===== config.mk =====
export PLATFORM = sky130hd
export DESIGN_NAME = instr_loader_flat
export DESIGN_NICKNAME = d
export VERILOG_FILES = /design/src/rtl/instr_loader_if.sv /design/src/rtl/instr_loader.sv /design/src/flat_wrapper.sv
export SDC_FILE = /design/constraint.sdc
export NUM_CORES = 1
export LEC_CHECK = 0
export ABC_AREA = 1
export BUFFER_PORTS_ARGS = -buffer_cell sky130_fd_sc_hd__buf_2
export CORE_ASPECT_RATIO = 1.5
export CORE_MARGIN = 8
export CORE_UTILIZATION = 40
export CTS_CLUSTER_DIAMETER = 60
export DETAILED_ROUTE_END_ITERATION = 10
export SYNTH_ARGS = -nofsm -noshare
export SYNTH_HDL_FRONTEND = slang
export SYNTH_SLANG_ARGS = --single-unit

===== constraint.sdc =====
create_clock -name clk -period 3.17 [get_ports clk]
set_input_delay 0.1585 -clock clk [delete_from_list [all_inputs] [get_ports clk]]
set_output_delay 0.1585 -clock clk [all_outputs]
set_load 0.01 [all_outputs]

===== src/rtl/instr_loader_if.sv =====
// Byte-stream input and instruction-memory write port of the program loader.
// The loader is the slave: it consumes bytes and drives the write port.
interface instr_loader_if;
  logic [7:0]  byte_in;
  logic        byte_valid;
  logic        byte_ready;
  logic        imem_we;
  logic [31:0] imem_addr;
  logic [31:0] imem_wdata;

  modport slave (
    input  byte_in,
    input  byte_valid,
    output byte_ready,
    output imem_we,
    output imem_addr,
    output imem_wdata
  );

  modport master (
    output byte_in,
    output byte_valid,
    input  byte_ready,
    input  imem_we,
    input  imem_addr,
    input  imem_wdata
  );
endinterface


===== src/rtl/instr_loader.sv =====
// Program loader: assembles a little-endian byte stream into 32-bit words,
// writes them to instruction memory from BASE_ADDR upward, and holds the CPU
// in reset until the requested number of words has been written.
module instr_loader #(
  parameter logic [31:0] BASE_ADDR = 32'h0000_0000,
  parameter int          LEN_W     = 8
) (
  input  logic             clk,
  input  logic             reset,
  input  logic             load_start,
  input  logic [LEN_W-1:0] load_len,
  instr_loader_if.slave    bus,
  output logic             cpu_reset,
  output logic             busy,
  output logic             done
);

  typedef enum logic [1:0] {IDLE, RECV, WRITE, DONE} state_t;

  state_t           state, state_nxt;
  logic [LEN_W-1:0] len_q;
  logic [LEN_W-1:0] word_cnt;
  logic [LEN_W-1:0] word_cnt_inc;
  logic [1:0]       byte_cnt;
  logic [31:0]      word_q;
  logic [31:0]      addr_q;
  logic             start_ok;
  logic             handshake;

  // A new load is only accepted while no load is in progress.
  assign start_ok     = load_start && ((state == IDLE) || (state == DONE));
  // byte_ready is decoded from state alone, so byte_valid never feeds it.
  assign handshake    = (state == RECV) && bus.byte_valid;
  assign word_cnt_inc = word_cnt + LEN_W'(1);

  // State register.
  // NOTE: sequential state uses non-blocking assignments so every register
  // samples the pre-edge values of the others.
  always_ff @(posedge clk or posedge reset) begin
    if (reset) state <= IDLE;
    else       state <= state_nxt;
  end

  // Next-state decode.
  // NOTE: state_nxt gets a default before the case so no path leaves it
  // unassigned, which would otherwise infer a latch.
  always_comb begin
    state_nxt = state;
    unique case (state)
      IDLE, DONE: begin
        if (load_start) state_nxt = (load_len == '0) ? DONE : RECV;
      end
      RECV: begin
        if (bus.byte_valid && (byte_cnt == 2'd3)) state_nxt = WRITE;
      end
      WRITE: begin
        state_nxt = (word_cnt_inc == len_q) ? DONE : RECV;
      end
      default: state_nxt = IDLE;
    endcase
  end

  // Load length, counters, word assembly and write address.
  always_ff @(posedge clk or posedge reset) begin
    if (reset) begin
      len_q    <= '0;
      word_cnt <= '0;
      byte_cnt <= '0;
      word_q   <= '0;
      addr_q   <= BASE_ADDR;
    end else if (start_ok) begin
      len_q    <= load_len;
      word_cnt <= '0;
      byte_cnt <= '0;
      addr_q   <= BASE_ADDR;
    end else if (handshake) begin
      unique case (byte_cnt)
        2'd0: word_q[7:0]   <= bus.byte_in;
        2'd1: word_q[15:8]  <= bus.byte_in;
        2'd2: word_q[23:16] <= bus.byte_in;
        2'd3: word_q[31:24] <= bus.byte_in;
        default: ;
      endcase
      byte_cnt <= byte_cnt + 2'd1;
    end else if (state == WRITE) begin
      word_cnt <= word_cnt_inc;
      byte_cnt <= '0;
      addr_q   <= addr_q + 32'd4;  // wraps modulo 2^32
    end
  end

  // Outputs are pure decodes of state or straight register copies.
  assign bus.byte_ready = (state == RECV);
  assign bus.imem_we    = (state == WRITE);
  assign bus.imem_addr  = addr_q;
  assign bus.imem_wdata = word_q;
  assign busy           = (state == RECV) || (state == WRITE);
  assign done           = (state == DONE);
  assign cpu_reset      = (state != DONE);

endmodule


===== src/flat_wrapper.sv =====
// flat-port wrapper written by rule: the top's interface ports become plain ports
module instr_loader_flat 
#(
  parameter logic [31:0] BASE_ADDR = 32'h0000_0000,
  parameter int          LEN_W     = 8
)
  (clk, reset, load_start, load_len, cpu_reset, busy, done, bus_byte_in, bus_byte_valid, bus_byte_ready, bus_imem_we, bus_imem_addr, bus_imem_wdata);
  instr_loader_if bus_i ();
  input  logic clk;
  input  logic reset;
  input  logic load_start;
  input  logic [LEN_W-1:0] load_len;
  output logic cpu_reset;
  output logic busy;
  output logic done;
  input wire logic [$bits(bus_i.byte_in)-1:0] bus_byte_in;
  input wire logic [$bits(bus_i.byte_valid)-1:0] bus_byte_valid;
  output wire logic [$bits(bus_i.byte_ready)-1:0] bus_byte_ready;
  output wire logic [$bits(bus_i.imem_we)-1:0] bus_imem_we;
  output wire logic [$bits(bus_i.imem_addr)-1:0] bus_imem_addr;
  output wire logic [$bits(bus_i.imem_wdata)-1:0] bus_imem_wdata;
  assign bus_i.byte_in = bus_byte_in;
  assign bus_i.byte_valid = bus_byte_valid;
  assign bus_byte_ready = bus_i.byte_ready;
  assign bus_imem_we = bus_i.imem_we;
  assign bus_imem_addr = bus_i.imem_addr;
  assign bus_imem_wdata = bus_i.imem_wdata;
  instr_loader #(.BASE_ADDR(BASE_ADDR), .LEN_W(LEN_W)) u_core (.clk(clk), .reset(reset), .load_start(load_start), .load_len(load_len), .bus(bus_i), .cpu_reset(cpu_reset), .busy(busy), .done(done));
endmodule

-- Word-level counts from Yosys, hierarchy flattened
Cells that the tools add are included.
- word-level logic and storage cells: 55
- register bits after elaboration: 84
- add/subtract/negate cells: 3
- reduce and logical (&&, ||, !) cells: 17
- mux-type cells: 14
- bitwise gates (word level): 1
- equality and inequality tests: 11
- operators by type and width (kind ; count):
    $mux 32 ; 3
    $add 32x3->32 const B ; 1
    $mux 8 ; 3
    $mux 2 ; 7
    $reduce_and 3->1 ; 4
    $add 8x1->8 const B ; 1
    $eq 2x2->1 const B ; 4
    $eq 8x8->1 ; 1
    $logic_not 8->1 ; 1
    $pmux 2 s3 ; 1
    $eq 2x1->1 const B ; 2
    $logic_not 2->1 ; 2
    $ne 2x1->1 const B ; 2
    $ne 2x2->1 const B ; 2
    $reduce_and 2->1 ; 2
    $logic_and 1x1->1 ; 3
    $reduce_bool 3->1 ; 1
    $add 2x1->2 const B ; 1
    $logic_or 1x1->1 ; 2
    $reduce_bool 2->1 ; 1
    $reduce_or 2->1 ; 1
    $not 1->1 ; 1

-- Logic depth before layout (Yosys ltp)
- depth in word-level cells: 5
- mapped depth: 13
- mapped depth without buffers: 13

-- Worst setup path after synthesis
OpenSTA, ideal clock, no wires.
- path kind: register to register
- start: register u_core.state[0]
- end: register u_core.addr_q[22] (netlist: u_core.bus.imem_addr[22])
- clock period less this slack: 1.785 ns
- arrival: 1.652 ns
- stages on the path, launching flop included: 12
- buffers on the path: 0
- slack: 1.385 ns
- required time: 3.037 ns
- path through: dfrtp_1 > inv_1 > ha_1 > nand2_1 > inv_2 > a21oi_2 > nor2_4 > nand3_2 > nor2_4 > inv_2 > nor3_2 > nor3_2
- word-level cells in the longest chain between the ends: 5
- elaborated cells on any way between the ends: 11
- ends and longest elaborated chain (element ; RTL line ; RTL):
    start: declaration ; instr_loader.sv:20 ; state_t state, state_nxt;
    start signal: assignment ; instr_loader.sv:41 ; else state <= state_nxt;
    $eq 2x2->1 or $logic_not 2->1 (tied branches) ; instr_loader.sv:31 ; assign start_ok = load_start && ((state == IDLE) || (state == DONE));
    $logic_or 1x1->1 ; instr_loader.sv:31 ;
    $logic_and 1x1->1 ; instr_loader.sv:31 ;
    $ne 2x1->1 (no source line) or $reduce_bool 2->1 (tied branches) ; n/a ;
    $reduce_and 2->1 (no source line) ; n/a ;
    end signal: assignment ; instr_loader.sv:88 ; addr_q <= addr_q + 32'd4;
    end: declaration ; instr_loader.sv:26 ; logic [31:0] addr_q;
Several ways; a longest one is shown, not always the timed one.
A chain may end at the register's enable or synchronous reset.

-- Final worst setup path
- start: register u_core.state[0]
- end: register u_core.addr_q[20] (netlist: u_core.bus.imem_addr[20])
The elaborated chain is that of the path after synthesis.

==> results.toml <==
[global_route]
grt_usage = 0.167
grt_max_degree = 44
grt_pass1_wl_mm = 18.7
grt_pass1_vias = 3905
overflow = 0
antenna_found_initial = 0

[hold_path]
hold_class = "primary input to flop"
min_delay_path_depth = 3

[sta]
worstMarginPinSlew_ns = 0.775
clock-skew-final_ns = 0.00581
drv_slew = 0
grt_setup_unrepaired = "false"
fmax_ghz = 0.452
slew_headroom = 0.483
tns_ns = 0
setup_violations = 0
final.period_utilization = 0.698
hold-worst-slack_ns = 0.0450
period_minus_slack_ns = 2.21
hold_violations = 0

[critical_path]
critical_path.top_delay_family = "simple AND/OR/NAND/NOR gates"
r2r_slack_ns = 0.96
crit_end = "u_core.bus.imem_addr[20]"
cpPeakStageDelay_ns = 0.41
cp_num_buf_inv = 4
endpoint_kind = "flop"
r2r_end = "u_core.bus.imem_addr[20]"
cp_slowest_cell = "dfrtp_1"
crit_chain = "inv_1 > ha_1 > nand2_1 > inv_2 > a21oi_2 > buf_4 > nor2_4 > nand3_2 > nor2_4 > inv_2 > nor3_2 > nor3_1"
crit_type = "flop to flop"
startpoint_type = "flop"
ff2ff_path_depth = 12
cp_data_arrival_time_ns = 2.41
cp.depth = 12
timing.rr.start = "u_core.state[0]"
startpoint = "u_core.state[0]"
cp.required_ns = 3.37
cp_max_fo = 18

[yosys]
async_reset_ff_frac = 1.00
yosys_warnings = 0
yosys-top-cells-area = "dfrtp_1 49%, nand2_1 13%, o21ai_0 6.5%, inv_1 5.5%, nand3_1 4.0%"
syn_area_per_cell_um2 = 7.83
synth_cells = 539
ys_ff_latch = 82
synth_edf_count = 0
ys_types = 37
netlist_area_mm2 = 0.00422
netlist.area_leader.share = 0.486
netlist_top_cells_count = "150 x nand2_1, 82 x dfrtp_1, 62 x inv_1, 55 x o21ai_0, 36 x nor2_1"
synth_ff_type = "dfrtp_1"
seq_area_frac_synth = 0.486
yosys.cell_count.top_type = "nand2_1"
synth_area_leader_cell = "dfrtp_1"

[pwr]
p_leak_nw = 2.54
irDropWorstVdd_mv = 0.443
p_per_area_mw_per_mm2 = 764

[drt]
routed_via_density = 4.96
ant_nets = 0
vias = 3858
routedWlPerCell_um = 14.7
wl_mm = 11.4
firstDrtPassIters = 4
drt_iter0_markers = 173
drcViolationCount = 0

[run]
cap_violations = 0

[floorplanning]
die_h_um = 142
core_region_area_mm2 = 0.0104
start_util = 0.405
pin_count = 89
die_area_mm2 = 0.0142
rows = 46
dieWidth_um = 99.9

[clocking]
cts_buffers = 9
clkTransAtPathRegs_ns = 0.06
clock-sinks = 82
root_buffer = "clkbuf_16"
h-tree-depth = 3
cts_buffer_depth = 2
insertion_delay_ns = 0.34
cts_setup_buffers = 0
cts_tree = "built"

[layout]
drive_above_1_share = 0.211
n_antenna_cell = 0
nets = 660
area_delta_synth_final_pct = 20.9

[placed_design]
gp_congestion = 0.819
portBuffers = 86
hpwl_mm = 8.79

[status]
status = "finished, final reports clean"
[power breakdown]
group	total (mW)	internal (mW)	switching, mW
Sequential	1.55	1.32	0.227
Clock	0.974	0.568	0.405
Combinational	1.38	0.492	0.889
[cell usage in the layout, fill, tap and decap left out, types with 2 or more instances in the layout]
master	count
nand2_2	2
nor2_1	36
dfrtp_1	82
inv_1	61
nand3b_1	3
o21ai_0	55
nor3_1	12
o21ai_1	7
nor4_1	2
conb_1	2
a21oi_1	16
buf_4	5
clkbuf_16	9
nand2_1	150
o22ai_1	6
or2_2	2
nor3b_1	2
ha_1	10
nor2_2	4
clkinv_2	3
inv_2	6
nand4_1	13
nand3_1	34
a31oi_1	2
clkbuf_8	2
nor2_4	3
nor3_2	6
buf_2	86
[state kept, by name (all words and copies together), names as in the netlist]
name,cells
u_core.bus.imem_wdata,32
u_core.bus.imem_addr,30
u_core.len_q,8
u_core.word_cnt,8
u_core.byte_cnt,2
u_core.state,2
[cell type report]
| class | instances | area [µm²] |
|---|---|---|
| fillers | 1038 | 5310 |
| flip-flops and latches | 82 | 2050 |
| multi-input cells | 376 | 1860 |
| repair buffers | 92 | 478 |
| inverters | 69 | 260 |
| clock buffers | 11 | 253 |
| well taps | 144 | 180 |
| clock inverters | 4 | 26.3 |
[logic make-up after synthesis]
| kind of cell | share of synthesized area |
|---|---|
| AND/OR/NAND/NOR | 0.292 |
| XOR/XNOR | 0.00415 |
| AO/OA/AOI/OAI | 0.113 |
| flip-flops | 0.486 |
| adder cells (fa/ha/maj) | 0.0296 |
| other | 0.000888 |
| buffers and inverters | 0.0750 |
[worst register-to-register path, delay by kind of cell, from the launching register on]
family | cells | cell delay [ns]
adder cells (fa/ha/maj) | 1 | 0.29
AO/OA/AOI/OAI | 1 | 0.05
flip-flops | 1 | 0.41
AND/OR/NAND/NOR | 6 | 0.68
buffers and inverters | 4 | 0.64
[what timing repair did]
action	in CTS	in global routing
hold buffers	1	0
gates resized for setup	0	0
hold endpoints to repair	41	0
[per-layer routing]
metal | vias up | wire, µm | global-route usage
met2 | 101 | 5900 | 0.300
li1 | 1941 | - | -
met5 | - | 0 | 0
met4 | 0 | 243 | 0.0769
met1 | 1798 | 4640 | 0.179
met3 | 18 | 641 | 0.0378
[stage by stage]
| stage | power [mW] | setup WS [ns] | cells | util | cell area [µm²] |
|---|---|---|---|---|---|
| floorplan | 2.44 | 0.903 | 540 | - | 4230 |
| global placement | 2.92 | 1.03 | 762 | 0.463 | 4820 |
| detailed placement | 2.96 | 0.968 | 762 | 0.463 | 4820 |
| CTS | 3.95 | 0.955 | 778 | 0.490 | 5110 |
| global route | 4.20 | 0.808 | 778 | 0.490 | 5110 |
| finish | 3.90 | 0.959 | 778 | 0.490 | 5110 |
[worst min path at each step]
stage                start                         to
6_report       load_len[3]            u_core.len_q[3]
5_1_grt        load_len[3]            u_core.len_q[3]
4_1_cts        load_len[3]            u_core.len_q[3]
3_5_place_dp         reset  u_core.bus.imem_wdata[12]
3_3_place_gp         reset  u_core.bus.imem_wdata[20]
2_1_floorplan  load_len[0]            u_core.len_q[0]
No activity file was read; power rests on OpenSTA's default activity.
